## config.mk

```make
export PLATFORM = sky130hd
export DESIGN_NAME = note_player
export DESIGN_NICKNAME = d
export VERILOG_FILES = /design/src/rtl/note_player_pkg.sv /design/src/rtl/note_player_frequency_rom.sv /design/src/rtl/note_player.sv
export SDC_FILE = /design/constraint.sdc
export NUM_CORES = 1
export LEC_CHECK = 0
export CAP_MARGIN = 10
export CORE_AREA = 3 3 130 132
export CTS_BUF_LIST = sky130_fd_sc_hd__clkbuf_8
export DETAILED_ROUTE_END_ITERATION = 10
export DIE_AREA = 0 0 133 135
export GPL_TIMING_DRIVEN = 0
export PLACE_DENSITY = 0.52
export REMOVE_ABC_BUFFERS = 1
export SYNTH_ARGS = -nofsm -noshare
export SYNTH_HDL_FRONTEND = slang
export SYNTH_HIERARCHICAL = 1
export SYNTH_SLANG_ARGS = --single-unit
```

## constraint.sdc

```tcl
create_clock -name clk -period 2.8 [get_ports clk]
set_clock_uncertainty 0.05 [all_clocks]
set_input_delay 0.84 -clock clk [delete_from_list [all_inputs] [get_ports clk]]
set_output_delay 0.84 -clock clk [all_outputs]
set_load 0.05 [all_outputs]
```

## src/rtl/note_player_pkg.sv

```systemverilog
// Shared types and widths for the note player and its frequency ROM.
// No logic here; everything is compile-time constants.
package note_player_pkg;

  localparam int STATE_WIDTH     = 2;
  localparam int NOTE_WIDTH      = 6;
  localparam int DURATION_WIDTH  = 6;
  localparam int PHASE_WIDTH_DEF = 20;

  typedef enum logic [STATE_WIDTH-1:0] {
    IDLE = 2'd0,
    LOAD = 2'd1,
    PLAY = 2'd2,
    DONE = 2'd3
  } state_t;

endpackage

```

## src/rtl/note_player_frequency_rom.sv

```systemverilog
// Note number to phase step, registered output; 1 cycle read latency.
// Entry n = round(440 * 2^((n-49)/12) * 2^20 / 48000); entry 0 (rest) is 0.
module frequency_rom
  import note_player_pkg::*;
#(
  parameter int PHASE_WIDTH = PHASE_WIDTH_DEF
) (
  input  logic                   clk,
  input  logic [NOTE_WIDTH-1:0]  addr,
  output logic [PHASE_WIDTH-1:0] dout
);

  logic [19:0] entry;

  always_comb begin
    entry = '0;
    case (addr)
      6'd1:  entry = 20'd601;
      6'd2:  entry = 20'd636;
      6'd3:  entry = 20'd674;
      6'd4:  entry = 20'd714;
      6'd5:  entry = 20'd757;
      6'd6:  entry = 20'd802;
      6'd7:  entry = 20'd850;
      6'd8:  entry = 20'd900;
      6'd9:  entry = 20'd954;
      6'd10: entry = 20'd1010;
      6'd11: entry = 20'd1070;
      6'd12: entry = 20'd1134;
      6'd13: entry = 20'd1201;
      6'd14: entry = 20'd1273;
      6'd15: entry = 20'd1349;
      6'd16: entry = 20'd1429;
      6'd17: entry = 20'd1514;
      6'd18: entry = 20'd1604;
      6'd19: entry = 20'd1699;
      6'd20: entry = 20'd1800;
      6'd21: entry = 20'd1907;
      6'd22: entry = 20'd2021;
      6'd23: entry = 20'd2141;
      6'd24: entry = 20'd2268;
      6'd25: entry = 20'd2403;
      6'd26: entry = 20'd2546;
      6'd27: entry = 20'd2697;
      6'd28: entry = 20'd2858;
      6'd29: entry = 20'd3028;
      6'd30: entry = 20'd3208;
      6'd31: entry = 20'd3398;
      6'd32: entry = 20'd3600;
      6'd33: entry = 20'd3815;
      6'd34: entry = 20'd4041;
      6'd35: entry = 20'd4282;
      6'd36: entry = 20'd4536;
      6'd37: entry = 20'd4806;
      6'd38: entry = 20'd5092;
      6'd39: entry = 20'd5395;
      6'd40: entry = 20'd5715;
      6'd41: entry = 20'd6055;
      6'd42: entry = 20'd6415;
      6'd43: entry = 20'd6797;
      6'd44: entry = 20'd7201;
      6'd45: entry = 20'd7629;
      6'd46: entry = 20'd8083;
      6'd47: entry = 20'd8563;
      6'd48: entry = 20'd9072;
      6'd49: entry = 20'd9612;
      6'd50: entry = 20'd10184;
      6'd51: entry = 20'd10789;
      6'd52: entry = 20'd11431;
      6'd53: entry = 20'd12110;
      6'd54: entry = 20'd12830;
      6'd55: entry = 20'd13593;
      6'd56: entry = 20'd14402;
      6'd57: entry = 20'd15258;
      6'd58: entry = 20'd16165;
      6'd59: entry = 20'd17127;
      6'd60: entry = 20'd18145;
      6'd61: entry = 20'd19224;
      6'd62: entry = 20'd20367;
      6'd63: entry = 20'd21578;
      default: entry = '0;
    endcase
  end

  always_ff @(posedge clk) begin
    dout <= PHASE_WIDTH'(entry);
  end

endmodule

```

## src/rtl/note_player.sv

```systemverilog
// Plays one note: ROM step lookup, phase accumulator on sample strobes, beat countdown to note_done.
// Load-to-PLAY is 2 cycles; all outputs registered; no backpressure, strobes are never dropped.
module note_player
  import note_player_pkg::*;
#(
  parameter int PHASE_WIDTH = PHASE_WIDTH_DEF,
  parameter int ADDR_WIDTH  = 10
) (
  input  logic                      clk,
  input  logic                      reset,
  input  logic                      play_enable,
  input  logic [NOTE_WIDTH-1:0]     note,
  input  logic [DURATION_WIDTH-1:0] duration,
  input  logic                      load_new_note,
  input  logic                      beat,
  input  logic                      generate_next_sample,
  output logic [ADDR_WIDTH-1:0]     sample_addr,
  output logic                      rest,
  output logic                      sample_ready,
  output logic                      note_done,
  output logic                      busy
);

  state_t                    state, state_nxt;
  logic [NOTE_WIDTH-1:0]     note_reg;
  logic [NOTE_WIDTH-1:0]     rom_addr;
  logic [DURATION_WIDTH-1:0] dur_reg;
  logic [DURATION_WIDTH-1:0] remaining;
  logic [PHASE_WIDTH-1:0]    phase;
  logic [PHASE_WIDTH-1:0]    step;
  logic [PHASE_WIDTH-1:0]    rom_dout;
  logic                      advance;
  logic                      rest_nxt;
  logic                      busy_nxt;
  logic                      done_nxt;

  assign advance     = (state == PLAY) && play_enable;
  assign sample_addr = phase[PHASE_WIDTH-1 -: ADDR_WIDTH];

  // The ROM must see the incoming note on the load edge so its data is ready during LOAD.
  assign rom_addr = load_new_note ? note : note_reg;

  frequency_rom #(
    .PHASE_WIDTH (PHASE_WIDTH)
  ) u_frequency_rom (
    .clk  (clk),
    .addr (rom_addr),
    .dout (rom_dout)
  );

  always_comb begin
    state_nxt = state;
    if (load_new_note) begin
      state_nxt = LOAD;
    end else begin
      case (state)
        IDLE: state_nxt = IDLE;
        LOAD: state_nxt = (dur_reg == '0) ? DONE : PLAY;
        PLAY: if (advance && beat && remaining <= DURATION_WIDTH'(1)) state_nxt = DONE;
        DONE: state_nxt = IDLE;
        default: state_nxt = IDLE;
      endcase
    end
    rest_nxt = !((state_nxt == PLAY) && play_enable && (note_reg != '0));
    busy_nxt = (state_nxt == LOAD) || (state_nxt == PLAY);
    done_nxt = (state_nxt == DONE);
  end

  always_ff @(posedge clk or negedge reset) begin
    if (!reset) begin
      state     <= IDLE;
      note_reg  <= '0;
      dur_reg   <= '0;
      remaining <= '0;
      step      <= '0;
      phase     <= '0;
    end else begin
      state <= state_nxt;
      if (load_new_note) begin
        note_reg <= note;
        dur_reg  <= duration;
        phase    <= '0;
      end else begin
        if (state == LOAD) begin
          step      <= rom_dout;
          remaining <= dur_reg;
        end
        if (advance && beat && remaining > DURATION_WIDTH'(1)) begin
          remaining <= remaining - DURATION_WIDTH'(1);
        end
        if (advance && generate_next_sample) begin
          phase <= phase + step;
        end
      end
    end
  end

  always_ff @(posedge clk or negedge reset) begin
    if (!reset) begin
      sample_ready <= 1'b0;
      note_done    <= 1'b0;
      busy         <= 1'b0;
      rest         <= 1'b1;
    end else begin
      sample_ready <= generate_next_sample;
      note_done    <= done_nxt;
      busy         <= busy_nxt;
      rest         <= rest_nxt;
    end
  end

endmodule

```

[Yosys cells after proc, flatten, opt, wreduce, memory -nomap -nowiden]
Memories as Yosys holds them, arrays and structs flattened. A register that Yosys moved wholly into a read port is not among the register bits.
Cells that the tools add are included.
Storage, ports and cells
  register bits: 84
  bits in read-only memories: 960
  bits of input ports: 18
  output and inout bits: 14
  word-level logic and storage cells: 49
  memories: 1
Memory list
  (name not given): depth 64, width 15, read ports 1, clocked after memory_dff 1, wr ports 0, line note_player_frequency_rom.sv:17  | case (addr)
Operators by class
  add/sub/neg operators: 2
  $lt $le $gt $ge: 2
  eq/ne operators: 6
  mux-type cells: 9
  bitwise gates (word level): 1
  reductions and logical operators: 17
Operator list (number)
  two-way mux 20 bit: 2
  adder 20 bit: 1
  two-way mux 6 bit: 3
  == test 2 bit, second input constant: 4
  logical AND 1 bit: 7
  greater-than comparator 6 x 1 -> 1 bit, second input constant: 1
  less-or-equal comparator 6 x 1 -> 1 bit, second input constant: 1
  zero test 6 bit: 1
  case mux 2 bit (3 select lines): 1
  nonzero test 6 bit: 1
  subtractor 6 x 1 -> 6 bit, second input constant: 1
  == test 2 x 1 -> 1 bit, second input constant: 2
  two-way mux 2 bit: 2
  AND reduction 2 bit: 2
  nonzero test 2 bit: 2
  zero test 2 bit: 1
  OR reduction 2 bit: 1
  zero test 1 bit: 1
  logical OR 1 bit: 1
  two-way mux 1 bit: 1
  NOT 1 bit: 1

[Longest topological paths before layout]
  depth after elaboration: 11
  depth in mapped cells: 11
  mapped depth without buffers: 8

[Modules after synthesis]
Netlist, hierarchy kept.
By module, submodules not included
  note_player: times used 1, cells each 361, area each 3754.9 um^2, seq. area each 1602.8 um^2
  frequency_rom: times used 1, cells each 217, area each 1720.4 um^2, seq. area each 300.3 um^2

[Least setup slack after synthesis]
Ideal clock, no wire load.
  kind: input -> register
  from: in load_new_note
  to: reg u_frequency_rom.dout[6]
  setup time: 117 ps
  arrival time: 3236 ps
  required time: 2633 ps
  setup slack: -603 ps
  stages on the path: 11
  path buffers: 4
  cells stage by stage: buf_6 > clkbuf_1 > mux2_2 > buf_2 > inv_1 > ha_1 > buf_4 > nor2_1 > a21oi_1 > mux4_2 > o22a_1
On the way
  longest elaborated chain between the ends: 1
Ends and longest elaborated chain
  start: declaration: line note_player.sv:14  | input logic load_new_note,
  two-way mux 6 bit
  net rom_addr[0]: line note_player.sv:26  | logic [NOTE_WIDTH-1:0] rom_addr;
  end: declaration: line note_player_frequency_rom.sv:10  | output logic [PHASE_WIDTH-1:0] dout
The timed path passes the listed nets, and every way through them passes these cells.
A chain may end at the register's enable or synchronous reset.

[Worst setup path after layout]
  from: in note[1]
  to: reg u_frequency_rom.dout[3]
On the way
  longest elaborated chain between the ends: 1
Ends and longest elaborated chain
  start: declaration: line note_player.sv:12  | input logic [NOTE_WIDTH-1:0] note,
  two-way mux 6 bit
  net rom_addr[1]: line note_player.sv:26
The timed path passes the listed nets, and every way through them passes these cells.

==> out/qor.yml <==
postSynth.asyncResetShare_pct: 81.01
root_buffer: "clkbuf_8"
synth_edf_count: 0
seq_area_um2: 1903
fin_hold_ws_ns: 0.4158
grt_setup_unrepaired: "yes"
reg2reg_depth: 8
initial_core_util_pct: 34.59
hold_start: "u_frequency_rom/dout[8]"
areaGrowthSynthToFinish_pct: 13.07
first_global_vias: 4299
layout_common_cells: "63 x dfrtp_1, 43 x nand2_1, 38 x a21oi_1"
synth_cells: 578
h-tree-depth: 3
cp.arrival_ns: 3.00
maxCapViolCount: 0
nets: 643
rows: 46
final_area_um2: 6191
multi_input_area_um2: 3304
port_buffers: 31
holdBufCountCts: 0
gp_congestion: 0.8757
crit_fanout: 5
met1Wirelength_mm: 6.138
whs_path_depth: 1
drive_above_1_share_pct: 16.33
ys_types: 77
fp.dieH_um: 135
synth-seq-cells: 79
cts_sinks: 79
dp_cells: 783
fin_tns_setup_ns: 0
antenna_found_initial: 0
core_um2: 15830
p_leak_nw: 2.685
top_regs: "phase (20), step (20), u_frequency_rom/dout (15)"
overflow: 0
wl_met3_um: 538
hpwl_mm: 8.959
tightest_slew_ns: 0.7995
cts.clk_slew.worst_paths_ns: 0.08
fmax_mhz: 358.9
setup_viol: 0
cts_tree: "built"
wl_per_cell_um: 16.57
grt_pass1_wl_mm: 22.05
dieArea_um2: 17960
fillers: 1532
cts.path.max_buffers: 2
ys_warn_count: 21
setup.worst_path.class: "input pin to flop"
finalNonFillerCells: 810
postRouteAntennaNets: 0
grt_max_degree: 65
ys.flop_type: "dfrtp_1"
period_minus_slack_ns: 2.786
drv_slew: 0
final_common_cell: "dfrtp_1"
finalCritPeriodShare_pct: 99.50
numCtsBuffers: 9
io_pins: 32
crit_required_ns: 3.02
die_x_um: 133
vias: 4482
power_density_nw_per_um2: 588.5
diodes: 0
wl_met2_mm: 6.496
total_power_w: 0.003643
clkLatencyLatePin_ns: 0.36
vias_per_cell: 5.533
timing.final.hold_violations: 0
syn_area_um2: 5475
setup.worst_path.start: "note[1]"
hold_class: "flop to flop"
wl_mm: 13.42
maxSlewHeadroom_pct: 46.70
grt_use_total_pct: 14.97
top_layer: "met4"
crit_path_start_kind: "input pin"
avgSynthCellArea_um2: 9.473
endpoint_kind: "flop"
drc: 0
drtIter0Drc: 285
status: "completed"
vdd_drop_max_mv: 0.2607
r2r_start: "phase[0]"
dr.pass1.iters: 5
synth-seq-area-share_pct: 34.76
place_area_um2: 5782
kinds of logic (layout without fill, tap and decap cells):
group / after synthesis / in the layout / synth area share [%]
buffers and inverters: 69 / 81 / 6.970
AOI/OAI and AO/OA: 181 / 181 / 22.67
other: 1 / 5 / 0.06849
and+or+nand+nor: 154 / 154 / 14.44
DFF: 79 / 79 / 34.76
muxes: 51 / 51 / 11.61
adders and majority gates: 36 / 36 / 8.364
xor gates and xnor gates: 7 / 7 / 1.120
worst paths after layout:
kind | end | slack, ns
hold / removal | step[8] | 0.42
hold reg to reg | step[8] | 0.42
setup reg to reg | phase[14] | 0.14
min in group asynchronous | remaining[4] | 0.51
max in group asynchronous | phase[8] | 1.65
setup / recovery | u_frequency_rom/dout[3] | 0.01
what timing repair did:
item / CTS / global route
buffers inserted: 5 / 6
endpoints found under the setup margin: 15 / 10
resized for setup: 16 / 18
pin swaps: 0 / 3
gates cloned: 0 / 0
hold endpoints to repair: 0 / 0
power by group:
group          internal, W  switching [W]  total, W
Combinational     0.000577       0.000707   0.00128
Clock             0.000423       0.000457  0.000880
Sequential         0.00135       0.000131   0.00148
worst max-delay path: stages:
cell	delay (ns)
clkdlybuf4s50_1	0.39
mux2_4	0.31
clkinvlp_4	0.13
buf_4	0.17
ha_4	0.17
nand2b_1	0.11
and2_0	0.19
mux4_2	0.48
o221ai_2	0.20
per-layer routing:
layer / up-vias / track usage [%]
met5: - / 0
met4: 0 / 5.023
met3: 26 / 2.459
met2: 131 / 24.97
met1: 2179 / 19.83
li1: 2146 / -
cells in the mapped netlist (5+ instances only):
master | instances | share of area (%)
a211o_1 | 6 | 0.96
a211oi_1 | 14 | 1.9
a21o_1 | 13 | 1.8
a21oi_1 | 38 | 3.5
a31oi_1 | 8 | 0.91
a32o_1 | 6 | 1.1
and2_1 | 5 | 0.57
and3_1 | 5 | 0.57
buf_2 | 8 | 0.73
buf_4 | 19 | 2.6
clkbuf_1 | 12 | 0.82
dfrtp_1 | 63 | 29
dfxtp_1 | 15 | 5.5
ha_1 | 35 | 8.0
inv_1 | 18 | 1.2
mux2_2 | 32 | 6.6
mux2i_1 | 11 | 2.0
mux4_2 | 6 | 2.5
nand2_1 | 43 | 2.9
nand2b_1 | 9 | 1.0
nand3_1 | 15 | 1.4
nor2_1 | 34 | 2.3
nor2b_1 | 10 | 1.1
nor3_1 | 7 | 0.64
o211a_1 | 5 | 0.91
o211ai_1 | 8 | 1.1
o21a_1 | 7 | 0.96
o21ai_0 | 33 | 3.0
o22ai_1 | 5 | 0.57
per-stage QoR:
stage / utilization [%] / setup WS [ns]
2_1_floorplan: - / -0.1267
4_1_cts: 38.42 / -0.05433
6_report: 39.11 / 0.01394
5_1_grt: 39.11 / -0.008226
3_3_place_gp: 36.47 / -2.400
3_5_place_dp: 36.53 / -1.354
cell type report:
type	instances	area share, %
multi-input cells	434	53.38
flip-flops and latches	79	30.74
repair buffers	43	6.730
well taps	216	4.365
clock buffers	9	2.001
inverters	22	1.516
clock inverters	7	1.273
Note: power is estimated with default switching activity, not from simulation.
